===== src/rtl/csa63_accum_ctrl.sv =====
// Multi-operand summing controller: a 6:3 compressor row accumulates beats into three redundant rows, which are resolved to one sum on the last beat.
// Optional macro CSA63_PIPE_RESOLVE_EN splits the resolve step into a 3:2 stage followed by a 2-input add.
module csa63_accum_ctrl #(
  parameter int WIDTH   = 32,
  parameter int MAX_OPS = 64,
  parameter int CW      = $clog2(MAX_OPS + 1),
  parameter int ACC_W   = WIDTH + $clog2(MAX_OPS)
) (
  input  logic               clk,
  input  logic               rst_n,
  input  logic               in_valid,
  output logic               in_ready,
  input  logic [3*WIDTH-1:0] in_data,
  input  logic [1:0]         in_cnt,
  input  logic               in_last,
  output logic               out_valid,
  input  logic               out_ready,
  output logic [ACC_W-1:0]   out_sum,
  output logic [CW-1:0]      out_ops,
  output logic               out_ovf,
  output logic               busy
);

  if (ACC_W < WIDTH + $clog2(MAX_OPS)) begin : g_acc_w_chk
    $error("csa63_accum_ctrl: ACC_W too small for WIDTH/MAX_OPS");
  end

`ifdef CSA63_PIPE_RESOLVE_EN
  typedef enum logic [2:0] {IDLE, ACCUM, RES1, RES2, OUTPUT} state_t;
`else
  typedef enum logic [2:0] {IDLE, ACCUM, RESOLVE, OUTPUT} state_t;
`endif

  state_t state, state_n;

  logic             acc;
  logic [ACC_W-1:0] r0, r1, r2;
  logic [ACC_W-1:0] op0, op1, op2;
  logic [ACC_W-1:0] cs, cc, cc1;
  logic [2:0]       col;
  logic [CW+1:0]    cnt_sum;
  logic [CW-1:0]    cnt, cnt_n;
  logic             ovf, ovf_n;
`ifdef CSA63_PIPE_RESOLVE_EN
  logic [ACC_W-1:0] p0, p1, maj;
`endif

  assign in_ready = rst_n && (state == IDLE || state == ACCUM);
  assign acc      = in_valid && in_ready;
  assign busy     = (state != IDLE);

  // unused operand slots are forced to zero
  always_comb begin
    op0 = '0;
    op1 = '0;
    op2 = '0;
    if (in_cnt >= 2'd1) op0 = ACC_W'(in_data[0*WIDTH +: WIDTH]);
    if (in_cnt >= 2'd2) op1 = ACC_W'(in_data[1*WIDTH +: WIDTH]);
    if (in_cnt == 2'd3) op2 = ACC_W'(in_data[2*WIDTH +: WIDTH]);
  end

  always_comb begin
    cs  = '0;
    cc  = '0;
    cc1 = '0;
    col = '0;
    for (int i = 0; i < ACC_W; i++) begin
      col = 3'(r0[i]) + 3'(r1[i]) + 3'(r2[i])
          + 3'(op0[i]) + 3'(op1[i]) + 3'(op2[i]);
      cs[i]  = col[0];
      cc[i]  = col[1];
      cc1[i] = col[2];
    end
  end

  assign cnt_sum = (CW+2)'(cnt) + (CW+2)'(in_cnt);
  assign ovf_n   = cnt_sum > (CW+2)'(MAX_OPS);
  assign cnt_n   = ovf_n ? CW'(MAX_OPS) : cnt_sum[CW-1:0];

`ifdef CSA63_PIPE_RESOLVE_EN
  assign maj = (r0 & r1) | (r0 & r2) | (r1 & r2);
`endif

  always_ff @(posedge clk or negedge rst_n) begin
    if (!rst_n) state <= IDLE;
    else        state <= state_n;
  end

  always_comb begin
    state_n = state;
    case (state)
      IDLE: begin
        if (acc) begin
`ifdef CSA63_PIPE_RESOLVE_EN
          state_n = in_last ? RES1 : ACCUM;
`else
          state_n = in_last ? RESOLVE : ACCUM;
`endif
        end
      end
      ACCUM: begin
        if (acc && in_last) begin
`ifdef CSA63_PIPE_RESOLVE_EN
          state_n = RES1;
`else
          state_n = RESOLVE;
`endif
        end
      end
`ifdef CSA63_PIPE_RESOLVE_EN
      RES1:    state_n = RES2;
      RES2:    state_n = OUTPUT;
`else
      RESOLVE: state_n = OUTPUT;
`endif
      OUTPUT: begin
        if (out_valid && out_ready) state_n = IDLE;
      end
      default: state_n = IDLE;
    endcase
  end

  always_ff @(posedge clk or negedge rst_n) begin
    if (!rst_n) begin
      r0        <= '0;
      r1        <= '0;
      r2        <= '0;
      cnt       <= '0;
      ovf       <= 1'b0;
      out_sum   <= '0;
      out_ops   <= '0;
      out_ovf   <= 1'b0;
      out_valid <= 1'b0;
`ifdef CSA63_PIPE_RESOLVE_EN
      p0        <= '0;
      p1        <= '0;
`endif
    end else begin
      if (acc) begin
        r0  <= cs;
        r1  <= {cc[ACC_W-2:0], 1'b0};
        r2  <= {cc1[ACC_W-3:0], 2'b00};
        cnt <= cnt_n;
        ovf <= ovf | ovf_n;
      end
`ifdef CSA63_PIPE_RESOLVE_EN
      if (state == RES1) begin
        p0      <= r0 ^ r1 ^ r2;
        p1      <= {maj[ACC_W-2:0], 1'b0};
        out_ops <= cnt;
        out_ovf <= ovf;
        r0      <= '0;
        r1      <= '0;
        r2      <= '0;
        cnt     <= '0;
        ovf     <= 1'b0;
      end
      if (state == RES2) out_sum <= p0 + p1;
`else
      if (state == RESOLVE) begin
        out_sum <= r0 + r1 + r2;
        out_ops <= cnt;
        out_ovf <= ovf;
        r0      <= '0;
        r1      <= '0;
        r2      <= '0;
        cnt     <= '0;
        ovf     <= 1'b0;
      end
`endif
      // valid rises one cycle into OUTPUT, drops on the handshake
      if (state == OUTPUT) begin
        if (!out_valid)     out_valid <= 1'b1;
        else if (out_ready) out_valid <= 1'b0;
      end
    end
  end

endmodule

===== config.mk =====
export PLATFORM = sky130hd
export DESIGN_NAME = csa63_accum_ctrl
export DESIGN_NICKNAME = d
export VERILOG_FILES = /design/src/rtl/csa63_accum_ctrl.sv
export SDC_FILE = /design/constraint.sdc
export NUM_CORES = 1
export LEC_CHECK = 0
export ABC_CLOCK_PERIOD_IN_PS = 4750
export CORE_MARGIN = 5
export CORE_UTILIZATION = 50
export DETAILED_ROUTE_END_ITERATION = 7
export PLACE_DENSITY_LB_ADDON = 0.08
export SETUP_SLACK_MARGIN = 0.15
export SKIP_CTS_REPAIR_TIMING = 1
export SYNTH_ARGS = -nofsm -noshare
export SYNTH_HDL_FRONTEND = slang
export SYNTH_SLANG_ARGS = --single-unit
export TNS_END_PERCENT = 10

===== constraint.sdc =====
create_clock -name clk -period 4.75 [get_ports clk]
set_clock_uncertainty 0.15 [all_clocks]
set_input_delay 0.7125 -clock clk [delete_from_list [all_inputs] [get_ports clk]]
set_output_delay 0.7125 -clock clk [all_outputs]
set_load 0.01 [all_outputs]

**After elaboration in Yosys (flattened, before gate mapping)**

Index checks and enable logic that the tools add are counted.

- Register bits after elaboration: 172
- Input port bits: 103
- Output and inout bits: 49

- $add $sub $neg: 193
- Magnitude comparators: 3
- Equal/unequal tests: 7
- Muxes and demuxes: 21
- Bitwise operators: 1
- Reductions and logical operators: 9

Operator list:

| cell | count |
|---|---|
| $add A3 B1 Y3 | 96 |
| $mux W38 | 6 |
| $add A2 B1 Y3 | 36 |
| $mux W32 | 3 |
| $add A38 B38 Y38 | 2 |
| $add A1 B1 Y2 | 37 |
| $add A3 B1 Y3 const B | 12 |
| $mux W7 | 3 |
| $pmux W3 S4 | 1 |
| $mux W3 | 3 |
| $add A7 B2 Y8 | 1 |
| $gt A8 B7 Y1 const B | 1 |
| $add A2 B1 Y2 const B | 3 |
| $eq A3 B2 Y1 const B | 2 |
| $logic_and A1 B1 Y1 | 4 |
| $mux W1 | 4 |
| $ne A2 B2 Y1 const B | 2 |
| $add A1 B1 Y1 const B | 3 |
| $eq A3 B1 Y1 const B | 1 |
| $logic_not A3 Y1 | 1 |
| $reduce_and A3 Y1 | 1 |
| $reduce_bool A3 Y1 | 1 |
| $add A1 B1 Y1 | 2 |
| $add A2 B1 Y2 | 1 |
| 8 further kinds | 8 |

**Logic depth before layout (Yosys ltp)**

- Word-level depth: 7
- Gate-level depth with buffers: 12
- Mapped depth without buffers: 11

**Worst setup path after synthesis**

OpenSTA, ideal clock, no wires.

- Path type: input-to-reg
- Start point: in in_cnt[1]
- End point: reg r1[25]
- Library setup time: 78 ps
- Data arrival time: 3,283 ps
- Path slack: 1,238 ps
- Cell stages on the path: 12
- Cells stage by stage: clkbuf_1 -> nor2_1 -> clkbuf_1 -> nor2b_1 -> fa_1 -> inv_1 -> fa_1 -> inv_1 -> ha_1 -> fa_1 -> nand2_1 -> a21oi_1

- Word-level cells in the longest chain between the ends: 7
- Elaborated cells on any way between the ends: 11

RTL lines:

| item | line | text |
|---|---|---|
| from (decl) | 14 | `input logic [1:0] in_cnt,` |
| $ge A2 B1 Y1 | 57 | `if (in_cnt >= 2'd1) op0 = ACC_W'(in_data[0*WIDTH +: WIDTH]);` |
| $mux W32 | 57 |  |
| $add A3 B1 Y3 (2 in a row) | 69 | `+ 3'(op0[i]) + 3'(op1[i]) + 3'(op2[i]);` |
| $add A3 B1 Y3 * | 69 |  |
| $mux W38 * | 139 | `if (acc) begin` |
| $mux W38 * | 160 | `if (state == RESOLVE) begin` |
| to (signal assigned) | 141 | `r1 <= {cc[ACC_W-2:0], 1'b0};` |
| to (decl) | 37 | `logic [ACC_W-1:0] r0, r1, r2;` |

Mark *: on every way between the ends. The rest lies on a longest branch, timed or not. The select of a mux whose other input is x is not followed.
A chain may end at the register's enable or synchronous reset.

**Final worst setup path**

- Start point: reg r0[2]
- End point: reg out_sum[30]

- Word-level cells in the longest chain between the ends: 2

RTL lines:

| item | line | text |
|---|---|---|
| from (decl) | 37 |  |
| from (signal assigned) | 140 | `r0 <= cs;` |
| $add A38 B38 Y38 (2 in a row) | 161 | `out_sum <= r0 + r1 + r2;` |
| to (signal assigned) | 161 |  |
| to (decl) | 18 | `output logic [ACC_W-1:0] out_sum,` |

Every way passes these cells.

==> run summary <==
================================================================================
Routed wire length ................................................     28.25 mm
Pre-Repair DR Iteration Count .....................................            4
Maximum number of pins on one net before global-route repair ......          164
TritonCTS clock tree ..............................................          yes
Fraction of the core area covered by cells at the end of the flow .       60.51%
Average wire per cell in the routed design ........................     16.23 um
Maximum root-to-sink buffer count .................................            2
Top-area cell type share of the netlist area ......................       33.20%
NumNets Final .....................................................        1,712
Gate Count Post-Synth .............................................        1,292
Largest cells by area after synthesis ............................. sky130_fd_sc_hd__dfrtp_1 33%, sky130_fd_sc_hd__fa_1 21%, sky130_fd_sc_hd__nand2_1 8.9%
Vias per cell .....................................................        5.302
Number of H-tree levels ...........................................            4
Final HPWL DP .....................................................     20.09 mm
Mapped Area .......................................................   12,360 um2
Global-route total usage across every layer .......................       21.07%
Highest net fanout along the worst path ...........................            3
Input/output buffers ..............................................          151
Final max-slew violation count ....................................            0
Layout Area Growth over Synthesis .................................       19.04%
Total number of yosys warnings ....................................            0
Ys async rst share ................................................       100.0%
Antenna violations before repair ..................................            0
Peak supply drop ..................................................    0.3812 mV
Core outline area .................................................   24,320 um2
Num CTS Buffers ...................................................           17
Clock power frac ..................................................        21.5%
Post-placement cell area ..........................................   14,140 um2
CTS sink cnt ......................................................          164
Sequential element share of the synthesized area ..................       33.20%
Final hold violation count ........................................            0
Die X-Extent ......................................................     167.2 um
Via count of the first global-routing pass ........................        9,523
Sw Share ..........................................................       41.66%
Count of state elements after synthesis ...........................          164
Total nets after synthesis ........................................        1,600
Filler instances ..................................................        2,100
Final worst path period need ......................................      3966 ps
Cell-internal power ...............................................     3.669 mW
Data required time at the worst endpoint ..........................      4910 ps
Top flip-flop cell by instance count after synthesis .............. sky130_fd_sc_hd__dfrtp_1
Count of distinct cell types in the synthesized netlist ...........           55
Startpoint Class ..................................................     register
Logic gate share of total power ...................................        46.1%
Class of the tightest hold or removal check .......................   reg -> reg
Critical path class ...............................................   reg -> reg
Unrepaired setup endpoints after global routing ...................           no
Ant diodes ........................................................            0
Run status ........................................................ finished, final reports clean
Mean Syn Cell Area ................................................    9.569 um2
Global-route wire length before repair ............................     48.95 mm
Critical Path, Cell by Cell ....................................... fa_1 -> ha_1 -> fa_1 -> a211oi_1 -> o211ai_1 -> nand4_1 -> a21oi_1 -> o21ai_0 -> o211ai_1 -> xor2_1 -> mux2_2
Die extent in y ...................................................     167.2 um
Max-cap viol count ................................................            0
Global-route congestion overflow total ............................            0
Worst hold margin .................................................     336.8 ps
Number of cell rows ...............................................           57
Leakage power figure ..............................................     7.291 nW
Clock-pin slew on the worst setup and hold paths ..................        70 ps
Final critical-path share of the clock period .....................       83.49%
Worst rel slew slack ..............................................       35.66%
Initial Util ......................................................       50.84%
Relative contribution of sequential cells to total power ..........        32.4%
Slowest library cell on the worst path ............................ sky130_fd_sc_hd__fa_1
Net switching power ...............................................     2.620 mW
Cell accounting for the most synthesized area ..................... sky130_fd_sc_hd__dfrtp_1
Sum of negative setup slack .......................................         0 ps
Die Area ..........................................................   27,970 um2
Crit-path max cell delay ..........................................       500 ps
Total vias in the final route .....................................        9,230
Kind of end point of the critical path ............................     register
Number of nets with antenna violations after detailed routing .....            0
Global placement routability congestion ...........................       0.8051
Finished Cell Area ................................................   14,720 um2
Pwr Density ....................................................... 427.3 nW/um2
Clock latency reported for the late side of the worst-skew pair ...       430 ps
DRC violation count after routing .................................            0
Detailed Route Iter0 Violations ...................................          485
CTS root buf ...................................................... sky130_fd_sc_hd__clkbuf_16
Fraction of layout instances using a drive strength above 1 .......       6.775%
Number of synthesized flops with an enable pin ....................            0
Setup violators final .............................................            0
Top-level port count ..............................................          152
Slew of the pin with the lowest slew margin .......................     965.0 ps
Arr. time, crit path ..............................................      4130 ps
Highest clock frequency the design can meet .......................    252.1 MHz
================================================================================
## final timing paths
path | startpoint | to | slack, ps | cells after the start
max | r0[2]$_DFFE_PN0P_ | out_sum[30]$_DFFE_PN0P_ | 780 | 11
min | ovf$_DFFE_PN0P_ | ovf$_DFFE_PN0P_ | 340 | 1
max reg2reg | r0[2]$_DFFE_PN0P_ | out_sum[30]$_DFFE_PN0P_ | 780 | 11
min reg2reg | ovf$_DFFE_PN0P_ | ovf$_DFFE_PN0P_ | 340 | 1
max in group asynchronous | rst_n | r2[29]$_DFFE_PN0P_ | 2690 | 3
min in group asynchronous | rst_n | r1[4]$_DFFE_PN0P_ | 580 | 2
## layer usage
metal / vias up / global-route usage [%] / routed length, um
met5: - / 0 / 0
li1: 4449 / - / -
met4: 0 / 3.529 / 284
met1: 4579 / 30.75 / 13250
met2: 178 / 33.69 / 13330
met3: 24 / 4.031 / 1396
## synthesized netlist by cell type, types with 4 or more instances
master and instances:
sky130_fd_sc_hd__nor2_1 38, sky130_fd_sc_hd__buf_1 5, sky130_fd_sc_hd__clkbuf_1 62, sky130_fd_sc_hd__nand2_1 294, sky130_fd_sc_hd__o21ai_0 25, sky130_fd_sc_hd__xor2_1 15
sky130_fd_sc_hd__a21o_1 23, sky130_fd_sc_hd__nor2b_1 35, sky130_fd_sc_hd__nor3_1 6, sky130_fd_sc_hd__and3_1 9, sky130_fd_sc_hd__fa_1 127, sky130_fd_sc_hd__mux2_2 39
sky130_fd_sc_hd__nand3_1 9, sky130_fd_sc_hd__a21oi_1 146, sky130_fd_sc_hd__inv_1 108, sky130_fd_sc_hd__o21ai_1 4, sky130_fd_sc_hd__a211oi_1 6, sky130_fd_sc_hd__ha_1 78
sky130_fd_sc_hd__dfrtp_1 164, sky130_fd_sc_hd__o21a_1 7, sky130_fd_sc_hd__o211ai_1 8, sky130_fd_sc_hd__and2_1 8, sky130_fd_sc_hd__xnor2_1 16, sky130_fd_sc_hd__nand4_1 9
sky130_fd_sc_hd__nand2b_1 5
## stage by stage
step	power (mW)	instances	setup slack, ps
after floorplan	4.007	1292	1238
after global placement	4.929	1708	637.2
after detailed placement	4.999	1708	575.2
after CTS	6.384	1740	832.6
after global routing	6.873	1741	656.0
final	6.289	1741	784.1
## flip-flops by register name, indices dropped and copies added, names as in the netlist
signal,flops
out_sum,38
r0,38
r1,37
r2,32
cnt,7
out_ops,7
state,2
out_ovf,1
out_valid,1
ovf,1
## cell usage in the layout, fill, tap and decap left out, types with 4 or more instances in the layout
cell	synthesis	layout
sky130_fd_sc_hd__fa_1	127	127
sky130_fd_sc_hd__nand2_1	294	293
sky130_fd_sc_hd__o21a_1	7	7
sky130_fd_sc_hd__inv_1	108	108
sky130_fd_sc_hd__nor2b_1	35	35
sky130_fd_sc_hd__mux2_2	39	39
sky130_fd_sc_hd__clkbuf_16	0	17
sky130_fd_sc_hd__and2_1	8	8
sky130_fd_sc_hd__o211ai_1	8	8
sky130_fd_sc_hd__nor3_1	6	6
sky130_fd_sc_hd__nand3_1	9	9
sky130_fd_sc_hd__and3_1	9	9
sky130_fd_sc_hd__a211oi_1	6	6
sky130_fd_sc_hd__nand2b_1	5	5
sky130_fd_sc_hd__o21ai_1	4	4
sky130_fd_sc_hd__nor2_1	38	37
sky130_fd_sc_hd__dfrtp_1	164	164
sky130_fd_sc_hd__xnor2_1	16	16
sky130_fd_sc_hd__xor2_1	15	15
sky130_fd_sc_hd__ha_1	78	77
sky130_fd_sc_hd__a21oi_1	146	146
sky130_fd_sc_hd__inv_6	0	8
sky130_fd_sc_hd__clkdlybuf4s50_1	0	149
sky130_fd_sc_hd__nand4_1	9	9
sky130_fd_sc_hd__o21ai_0	25	25
sky130_fd_sc_hd__buf_4	0	7
sky130_fd_sc_hd__a21o_1	23	23
## worst max-delay path: cells and delay by family (launching register included)
kind                     cells  cell delay, ps
AO/OA/AOI/OAI                5            1430
XOR/XNOR                     1             190
adder cells (fa/ha/maj)      3            1200
flip-flops                   1             430
multiplexers                 1             270
AND/OR/NAND/NOR              1             190
## power groups by stage
| stage | clock [mW] | sequential, mW | combinational, mW |
|---|---|---|---|
| after floorplan | 0 | 2.02 | 1.98 |
| after global placement | 0 | 2.07 | 2.86 |
| after detailed placement | 0 | 2.07 | 2.93 |
| after CTS | 1.39 | 2.05 | 2.95 |
| after global routing | 1.44 | 2.10 | 3.33 |
| final | 1.35 | 2.04 | 2.90 |
## area by class of cell
type                            count  area, um2  share of cell area, %
Timing Repair Buffer              161       1610                  10.94
Multi-Input combinational cell    952       7627                  51.83
Inverter                          108      405.4                  2.755
Clock buffer                       19      452.9                  3.078
Tap cell                          324      405.4                  2.755
Clock inverter                     13      111.4                 0.7567
Sequential cell                   164       4104                  27.89
## cells by family after synthesis
| logic type | after synthesis | share of synthesized area (%) |
|---|---|---|
| AO/OA/AOI/OAI | 254 | 12.63 |
| XOR/XNOR | 31 | 2.196 |
| adder cells (fa/ha/maj) | 205 | 28.46 |
| buffers and inverters | 176 | 5.354 |
| flip-flops | 164 | 33.20 |
| multiplexers | 40 | 3.633 |
| AND/OR/NAND/NOR | 422 | 14.53 |
Note: power is estimated with default switching activity, not from simulation.
